[src/rtl/projectile_launch_ctrl.sv]
// Launch sequencer for a pool of projectile movers: fire-edge to one-hot load strobe,
// frame-based cooldown between shots, and per-slot in-flight tracking.

module projectile_slot (
    input  logic clk,
    input  logic resetN,
    input  logic i_load,
    input  logic i_end,
    output logic o_active
);
    logic r_active;

    // The load strobe wins over end-of-flight: the mover still reports its stale position then.
    always_ff @(posedge clk or negedge resetN) begin
        if (!resetN)     r_active <= 1'b0;
        else if (i_load) r_active <= 1'b1;
        else if (i_end)  r_active <= 1'b0;
    end

    assign o_active = r_active;
endmodule

module projectile_launch_ctrl #(
    parameter int NUM_SLOTS       = 4,
    parameter int COOLDOWN_FRAMES = 8,
    parameter int X_OFFSET        = 16
) (
    input  logic                  clk,
    input  logic                  resetN,
    input  logic                  startOfFrame,
    input  logic                  fireRequest,
    input  logic signed [10:0]    playerX,
    input  logic signed [10:0]    playerY,
    input  logic [NUM_SLOTS-1:0]  projectileEnd,
    output logic [NUM_SLOTS-1:0]  loadInitialCoordinates,
    output logic signed [10:0]    launchX,
    output logic signed [10:0]    launchY,
    output logic [NUM_SLOTS-1:0]  slotActive,
    output logic                  readyToFire,
    output logic                  fireDenied
);
    localparam int SLOT_W = (NUM_SLOTS > 1) ? $clog2(NUM_SLOTS) : 1;

    typedef enum logic [1:0] {IDLE, LOAD, COOLDOWN} state_t;

    state_t                r_state, w_next;
    logic                  r_fireReg;
    logic [SLOT_W-1:0]     r_slot;
    logic [7:0]            r_cnt;
    logic [NUM_SLOTS-1:0]  r_load;
    logic signed [10:0]    r_launchX, r_launchY;
    logic                  r_denied;

    logic                  w_fireEdge;
    logic                  w_hasFree;
    logic [SLOT_W-1:0]     w_freeIdx;
    logic                  w_latch;
    logic                  w_deny;
    logic                  w_cntDec;

    assign w_fireEdge = fireRequest & ~r_fireReg;

    // Lowest free slot, taken from the registered vector so a slot ending this cycle is not eligible.
    always_comb begin
        w_freeIdx = '0;
        w_hasFree = 1'b0;
        for (int i = NUM_SLOTS - 1; i >= 0; i--) begin
            if (!slotActive[i]) begin
                w_freeIdx = SLOT_W'(i);
                w_hasFree = 1'b1;
            end
        end
    end

    always_comb begin
        w_next   = r_state;
        w_latch  = 1'b0;
        w_deny   = 1'b0;
        w_cntDec = 1'b0;
        case (r_state)
            IDLE: begin
                if (w_fireEdge) begin
                    if (w_hasFree) begin
                        w_latch = 1'b1;
                        w_next  = LOAD;
                    end else begin
                        w_deny = 1'b1;
                    end
                end
            end
            LOAD: begin
                w_deny = w_fireEdge;
                w_next = COOLDOWN;
            end
            COOLDOWN: begin
                w_deny = w_fireEdge;
                if (startOfFrame) begin
                    w_cntDec = 1'b1;
                    if (r_cnt <= 8'd1) w_next = IDLE;
                end
            end
            default: w_next = IDLE;
        endcase
    end

    always_ff @(posedge clk or negedge resetN) begin
        if (!resetN) begin
            r_state   <= IDLE;
            r_fireReg <= 1'b0;
            r_slot    <= '0;
            r_cnt     <= '0;
            r_load    <= '0;
            r_launchX <= '0;
            r_launchY <= '0;
            r_denied  <= 1'b0;
        end else begin
            r_state   <= w_next;
            r_fireReg <= fireRequest;
            r_denied  <= w_deny;
            r_load    <= (r_state == LOAD) ? (NUM_SLOTS'(1) << r_slot) : '0;
            if (w_latch) begin
                r_launchX <= playerX + 11'(X_OFFSET);
                r_launchY <= playerY;
                r_slot    <= w_freeIdx;
            end
            // A frame pulse during LOAD is dropped because the counter is reloaded here.
            if (r_state == LOAD)  r_cnt <= 8'(COOLDOWN_FRAMES);
            else if (w_cntDec)    r_cnt <= r_cnt - 8'd1;
        end
    end

    projectile_slot u_slot [NUM_SLOTS-1:0] (
        .clk      (clk),
        .resetN   (resetN),
        .i_load   (r_load),
        .i_end    (projectileEnd),
        .o_active (slotActive)
    );

    assign loadInitialCoordinates = r_load;
    assign launchX                = r_launchX;
    assign launchY                = r_launchY;
    assign fireDenied             = r_denied;
    assign readyToFire            = (r_state == IDLE) & ~&slotActive;
endmodule

[config.mk]
export PLATFORM = sky130hd
export DESIGN_NAME = projectile_launch_ctrl
export DESIGN_NICKNAME = d
export VERILOG_FILES = /design/src/rtl/projectile_launch_ctrl.sv
export SDC_FILE = /design/constraint.sdc
export NUM_CORES = 1
export LEC_CHECK = 0
export CELL_PAD_IN_SITES_DETAIL_PLACEMENT = 0
export CELL_PAD_IN_SITES_GLOBAL_PLACEMENT = 1
export CORE_ASPECT_RATIO = 1.75
export CORE_MARGIN = 2
export CORE_UTILIZATION = 32
export DETAILED_ROUTE_END_ITERATION = 10
export GPL_TIMING_DRIVEN = 1
export PLACE_DENSITY = 0.84
export SYNTH_ARGS = -nofsm -noshare
export SYNTH_HDL_FRONTEND = slang
export SYNTH_SLANG_ARGS = --single-unit
[constraint.sdc]
create_clock -name clk -period 1.99 [get_ports clk]
set_clock_uncertainty 0.15 [all_clocks]
set_input_delay 0.199 -clock clk [delete_from_list [all_inputs] [get_ports clk]]
set_output_delay 0.199 -clock clk [all_outputs]
set_load 0.02 [all_outputs]
; ---- Yosys cells after proc, flatten, opt, wreduce, memory -nomap -nowiden
; Index checks and enable logic that the tools add are counted.
[totals]
input_bits = 30
reg_bits = 44
out_inout_bits = 32
word_cells = 67
[op_classes]
eq_ne = 6
shifts = 1
order_cmp = 1
bitwise = 3
reduce_logical = 10
n_addsub = 2
mux = 32
[ops]
columns = cell, n
row1 = 1-bit two-way mux, 19
row2 = 2-bit two-way mux, 8
row3 = 8-bit two-way mux, 2
row4 = "11-bit by 6-bit adder with 11-bit output, second input constant", 1
row5 = 2-bit nonzero test, 5
row6 = "8-bit by 1-bit less-or-equal comparator with 1-bit output, second input constant", 1
row7 = "2-bit != test, second input constant", 4
row8 = 4-bit AND reduction, 2
row9 = "8-bit by 1-bit subtractor with 8-bit output, second input constant", 1
row10 = 2-bit case mux with 3 select lines, 1
row11 = 4-bit two-way mux, 1
row12 = "1-bit by 2-bit << shifter with 4-bit output, first input constant", 1
row13 = 1-bit bitwise AND, 2
row14 = "2-bit by 1-bit == test with 1-bit output, second input constant", 1
row15 = "2-bit == test, second input constant", 1
row16 = 2-bit logical NOT, 1
row17 = 1-bit case mux with 2 select lines, 1
row18 = 2-bit OR reduction, 1
row19 = 1-bit logical NOT, 1
row20 = 1-bit inverter, 1

; ---- Longest topological paths before layout
[logic_depth]
ltp_word = 7
mapped_depth = 6
depth_no_buf = 5

; ---- Hierarchy
; From an unflattened synthesis, not the netlist that was laid out.
[unflattened]
hier_cells = 159
area_unflattened_um2 = 1916.8
[modules_own_cells]
columns = mod, cells_per_inst, n_inst, seq_area_each_um2, area_per_inst_um2
row1 = projectile_launch_ctrl, 147, 1, 1001.0, 1771.7
row2 = projectile_slot, 3, 4, 25.0, 36.3

; ---- Worst setup path before layout
; No wires, ideal clock.
[synth_timing]
kind = reg2reg
start = register r_state[0]
end = register r_launchY[0] (netlist: launchY[0])
n_path_buf = 1
path_slack_ns = -0.018
setup_time_ns = 0.125
t_required_ns = 1.715
arrival_ns = 1.734
stages_incl_launch_ff = 7
period_less_slack_ns = 2.008
path_cell_list = dfrtp_1 -> inv_1 -> ha_1 -> inv_1 -> nor3_2 -> buf_2 -> mux2_2
[synth_between]
elab_chain_cells = 2
[synth_lines]
columns = element, line
row1 = from (decl), 46  ; state_t r_state, w_next;
row2 = from (signal assigned), 117  ; r_state <= w_next;
row3 = 2-bit logical NOT, 80  ; case (r_state)
row4 = 1-bit two-way mux, 80
row5 = to (signal assigned), 123  ; r_launchY <= playerY;
row6 = to (decl), 51  ; logic signed [10:0] r_launchX, r_launchY;
; Every way passes these cells.
; A chain may end at the register's enable or synchronous reset.

; ---- Worst setup path after layout
[layout_timing]
start = register r_cnt[4]
end = register r_state[1]
[layout_between]
elab_chain_cells = 3
[layout_lines]
columns = element, line
row1 = from (decl), 49  ; logic [7:0] r_cnt;
row2 = from (signal assigned), 127  ; if (r_state == LOAD) r_cnt <= 8'(COOLDOWN_FRAMES);
row3 = from (signal assigned), 128  ; else if (w_cntDec) r_cnt <= r_cnt - 8'd1;
row4 = 8-bit by 1-bit less-or-equal comparator with 1-bit output, 99  ; if (r_cnt <= 8'd1) w_next = IDLE;
row5 = 2-bit != test (no line), --
row6 = 4-bit AND reduction (no line), --
; Every way passes these cells.

==> key figures <==
Run status
  – Status: complete, no violations

Clock tree
  – CTS Buffer Depth: 2
  – CTS tree: yes
  – Clock sinks: 44
  – Num CTS Buffers: 5
  – Insertion delay to the later sink of the worst-skew pair: 0.29 ns
  – Clock root cell: clkbuf_8
  – Clock slew at reported path FFs: 0.08 ns
  – Setup bufs post-CTS: 0
  – H-tree depth: 2

Yosys
  – Post-synth top area cell: dfrtp_1
  – Unique cell type count in the Yosys netlist: 40
  – Main combinational cell family by area after synthesis: multiplexers
  – Mux contribution to synthesized area: 12.2%
  – Number of synthesized flops with an enable pin: 0
  – Post-synthesis simple-gate area fraction: 10.9%
  – Top_reg_cell synth: dfrtp_1
  – Post-Synth XOR/XNOR Area: 2.16%
  – Syn Inst Count: 171
  – Synth async-reset ratio: 100%
  – YS warnings: 0
  – Yosys top cell area share: 54.3%
  – Synth Net Count: 208
  – Syn Std Cell Area: 2030 sq um
  – Synth Area in Compound Gates: 10.1%
  – Register bit total from synthesis: 44
  – Register area share after synthesis: 54.3%
  – Avg Inst Size Synth: 11.9 sq um
  – Post-Synth Adder-Cell Area: 4.32%
  – Top cells by area, synth: dfrtp_1, mux2_2, ha_1

Die
  – I/O Pins: 62
  – # rows: 38
  – Die Y: 109 microns
  – Initial cell density of the core: 32.8%
  – Core box area: 6180 sq um
  – Die W: 64.2 microns
  – DIE AREA: 7010 sq um

Setup path
  – Ordered list of cells on the worst path: or4_4 -> o41a_1 -> o311ai_1
  – CP Capture Type: flip-flop
  – Setup Crit Path Kind: flip-flop to flip-flop
  – Largest stage delay, worst path: 0.56 ns
  – Crit Reg-Reg Startpoint: r_cnt[4]
  – CP max FO: 5
  – Worst Setup SP: r_cnt[4]
  – Crit path DAT: 1.97 ns
  – CP Data Required Time: 2.03 ns
  – Worst path slowest cell: or4_4
  – CP Buf/Inv Count: 0
  – Worst Setup Start Kind: flip-flop
  – Family with the most delay on the worst path: compound AO/OA/AOI/OAI gates

Pwr
  – LEAKAGE: 1.26 nW
  – Pwr/cell area: 1390 nW/um^2
  – Max rail drop VDD: 0.724 mV

Place
  – IO buf count: 61
  – Post-DP HPWL: 3260 microns
  – Dpl cells: 310
  – RD Place Congestion: 0.775
  – DP Area: 2750 sq um

Timing
  – Worst-Margin Slew: 0.560 ns
  – Final Cycle Share: 97.0%
  – Min Tclk post-route: 1.93 ns
  – Slew Limit Fails: 0
  – # setup viols final: 0
  – Final Hold Viols: 0
  – Max Clk Rate: 518 MHz
  – Slew margin rel.: 62.7%

Route
  – Iteration-0 DRC Markers: 39
  – Wire per inst: 13.8 microns
  – DRT Pass-1 Iters: 4
  – DRC: 0
  – Vias per cell: 4.77
  – Post-DRT Antenna Nets: 0
  – Vias: 1,526
  – Final WL: 4430 microns

Layout
  – Area delta synth->final: 43.8%
  – Layout Utilization: 47.1%
  – Final #Nets: 276
  – Non-Filler Instances: 320
  – Filler cells: 606
  – Fin area: 2910 sq um
  – ANT cells: 0
  – Layout cells sized above 1: 19.2%

Worst hold path
  – Worst hold-check path type: input pin to flip-flop
  – Worst hold start: fireRequest

Global routing
  – Vias in the first global route: 1,598
  – First-pass GRT wire length: 7290 microns
  – Initial antenna violation count: 0
  – Largest net degree at the start of global routing: 45
  – Total grt overflow: 0
  – Total track usage: 13.4%

Flow run
  – Max Cap Viol: 0
[layout make-up]
| type | instances | area (sq um) | share of cell area, % |
|---|---|---|---|
| multi-input combinational | 103 | 815 | 28.0 |
| tap | 80 | 100 | 3.43 |
| clock buffer | 7 | 96.3 | 3.31 |
| timing repair buffer | 74 | 731 | 25.1 |
| clock inverter | 1 | 30.0 | 1.03 |
| sequential | 44 | 1100 | 37.8 |
| inverter | 11 | 41.3 | 1.42 |
[per-layer routing]
metal  share of wire [%]  GRT usage (%)
met5                   0              0
met3                 4.4           3.20
met2                  53           23.9
met1                  40           14.7
met4                 2.7           6.53
[flip-flops by register name (all words and copies together), names as in the netlist]
signal / count
r_fireReg: 1
r_slot: 2
r_state: 2
launchX: 11
loadInitialCoordinates: 4
fireDenied: 1
r_cnt: 8
u_slot.o_active: 4
launchY: 11
[layout by cell type (no fill, tap or decap), types with 5 or more instances in the layout]
master / netlist / routed
dfrtp_1: 44 / 44
ha_1: 7 / 6
mux2_2: 19 / 19
clkdlybuf4s50_1: 0 / 59
buf_4: 8 / 10
inv_1: 11 / 10
or3_1: 5 / 5
a21oi_1: 8 / 8
clkbuf_8: 0 / 7
o21ai_0: 6 / 6
nor2_1: 5 / 5
nand2_1: 6 / 6
[power breakdown]
part / switching [mW] / leakage [nW] / internal, mW / total, mW
registers: 0.210 / 0.549 / 1.24 / 1.45
clock network: 0.290 / 0.0645 / 0.443 / 0.732
logic: 0.904 / 0.648 / 0.967 / 1.87
total: 1.40 / 1.26 / 2.65 / 4.05
[worst paths after layout]
path,end,slack (ns),cells past startpoint
setup / recovery,r_state[1],0.06,3
max in group asynchronous,launchY[7],0.94,3
hold / removal,r_fireReg,0.26,1
setup reg to reg,r_state[1],0.06,3
hold reg to reg,u_slot[0].o_active,0.31,1
min in group asynchronous,u_slot[0].o_active,0.36,3
[cells in the mapped netlist, types with 3 or more instances]
library cell	instances
nand2_1	6
xnor2_1	3
or3_1	5
a21o_1	4
nor2_1	5
nand3_1	4
dfrtp_1	44
ha_1	7
nand2b_1	3
buf_4	8
inv_1	11
mux2_2	19
a31oi_1	4
o21ai_0	6
a21oi_1	8
buf_2	3
or4_1	3
[worst register-to-register path, stage by stage (launching register included)]
cell and delay (ns):
dfrtp_1 0.40, or4_4 0.56, o41a_1 0.44, o311ai_1 0.28
[stage by stage]
step	setup WS [ns]	hold WS [ns]	setup TNS (ns)	total power [mW]
final	0.0594	0.260	0	4.05
after global routing	-0.000858	0.258	-0.000858	4.32
after CTS	0.0377	0.249	0	4.08
after detailed placement	0.0143	0.169	0	3.33
after global placement	0.0625	0.169	0	3.28
after floorplan	0.0410	-0.247	0	2.46
[timing repair]
action / 4_1_cts / 5_1_grt
hold buffers: 1 / 0
hold endpoints to repair: 44 / 0
gates resized for setup: 2 / 4
endpoints found under the setup margin: 2 / 17
gates cloned: 0 / 1
pin swaps: 0 / 1
[cells by family after synthesis]
logic type,Yosys count
compound gates,31
xor+xnor,5
fa+ha+maj,7
buf+inv,24
flops,44
mux,22
simple gates,38
No activity file was read; power rests on OpenSTA's default activity.
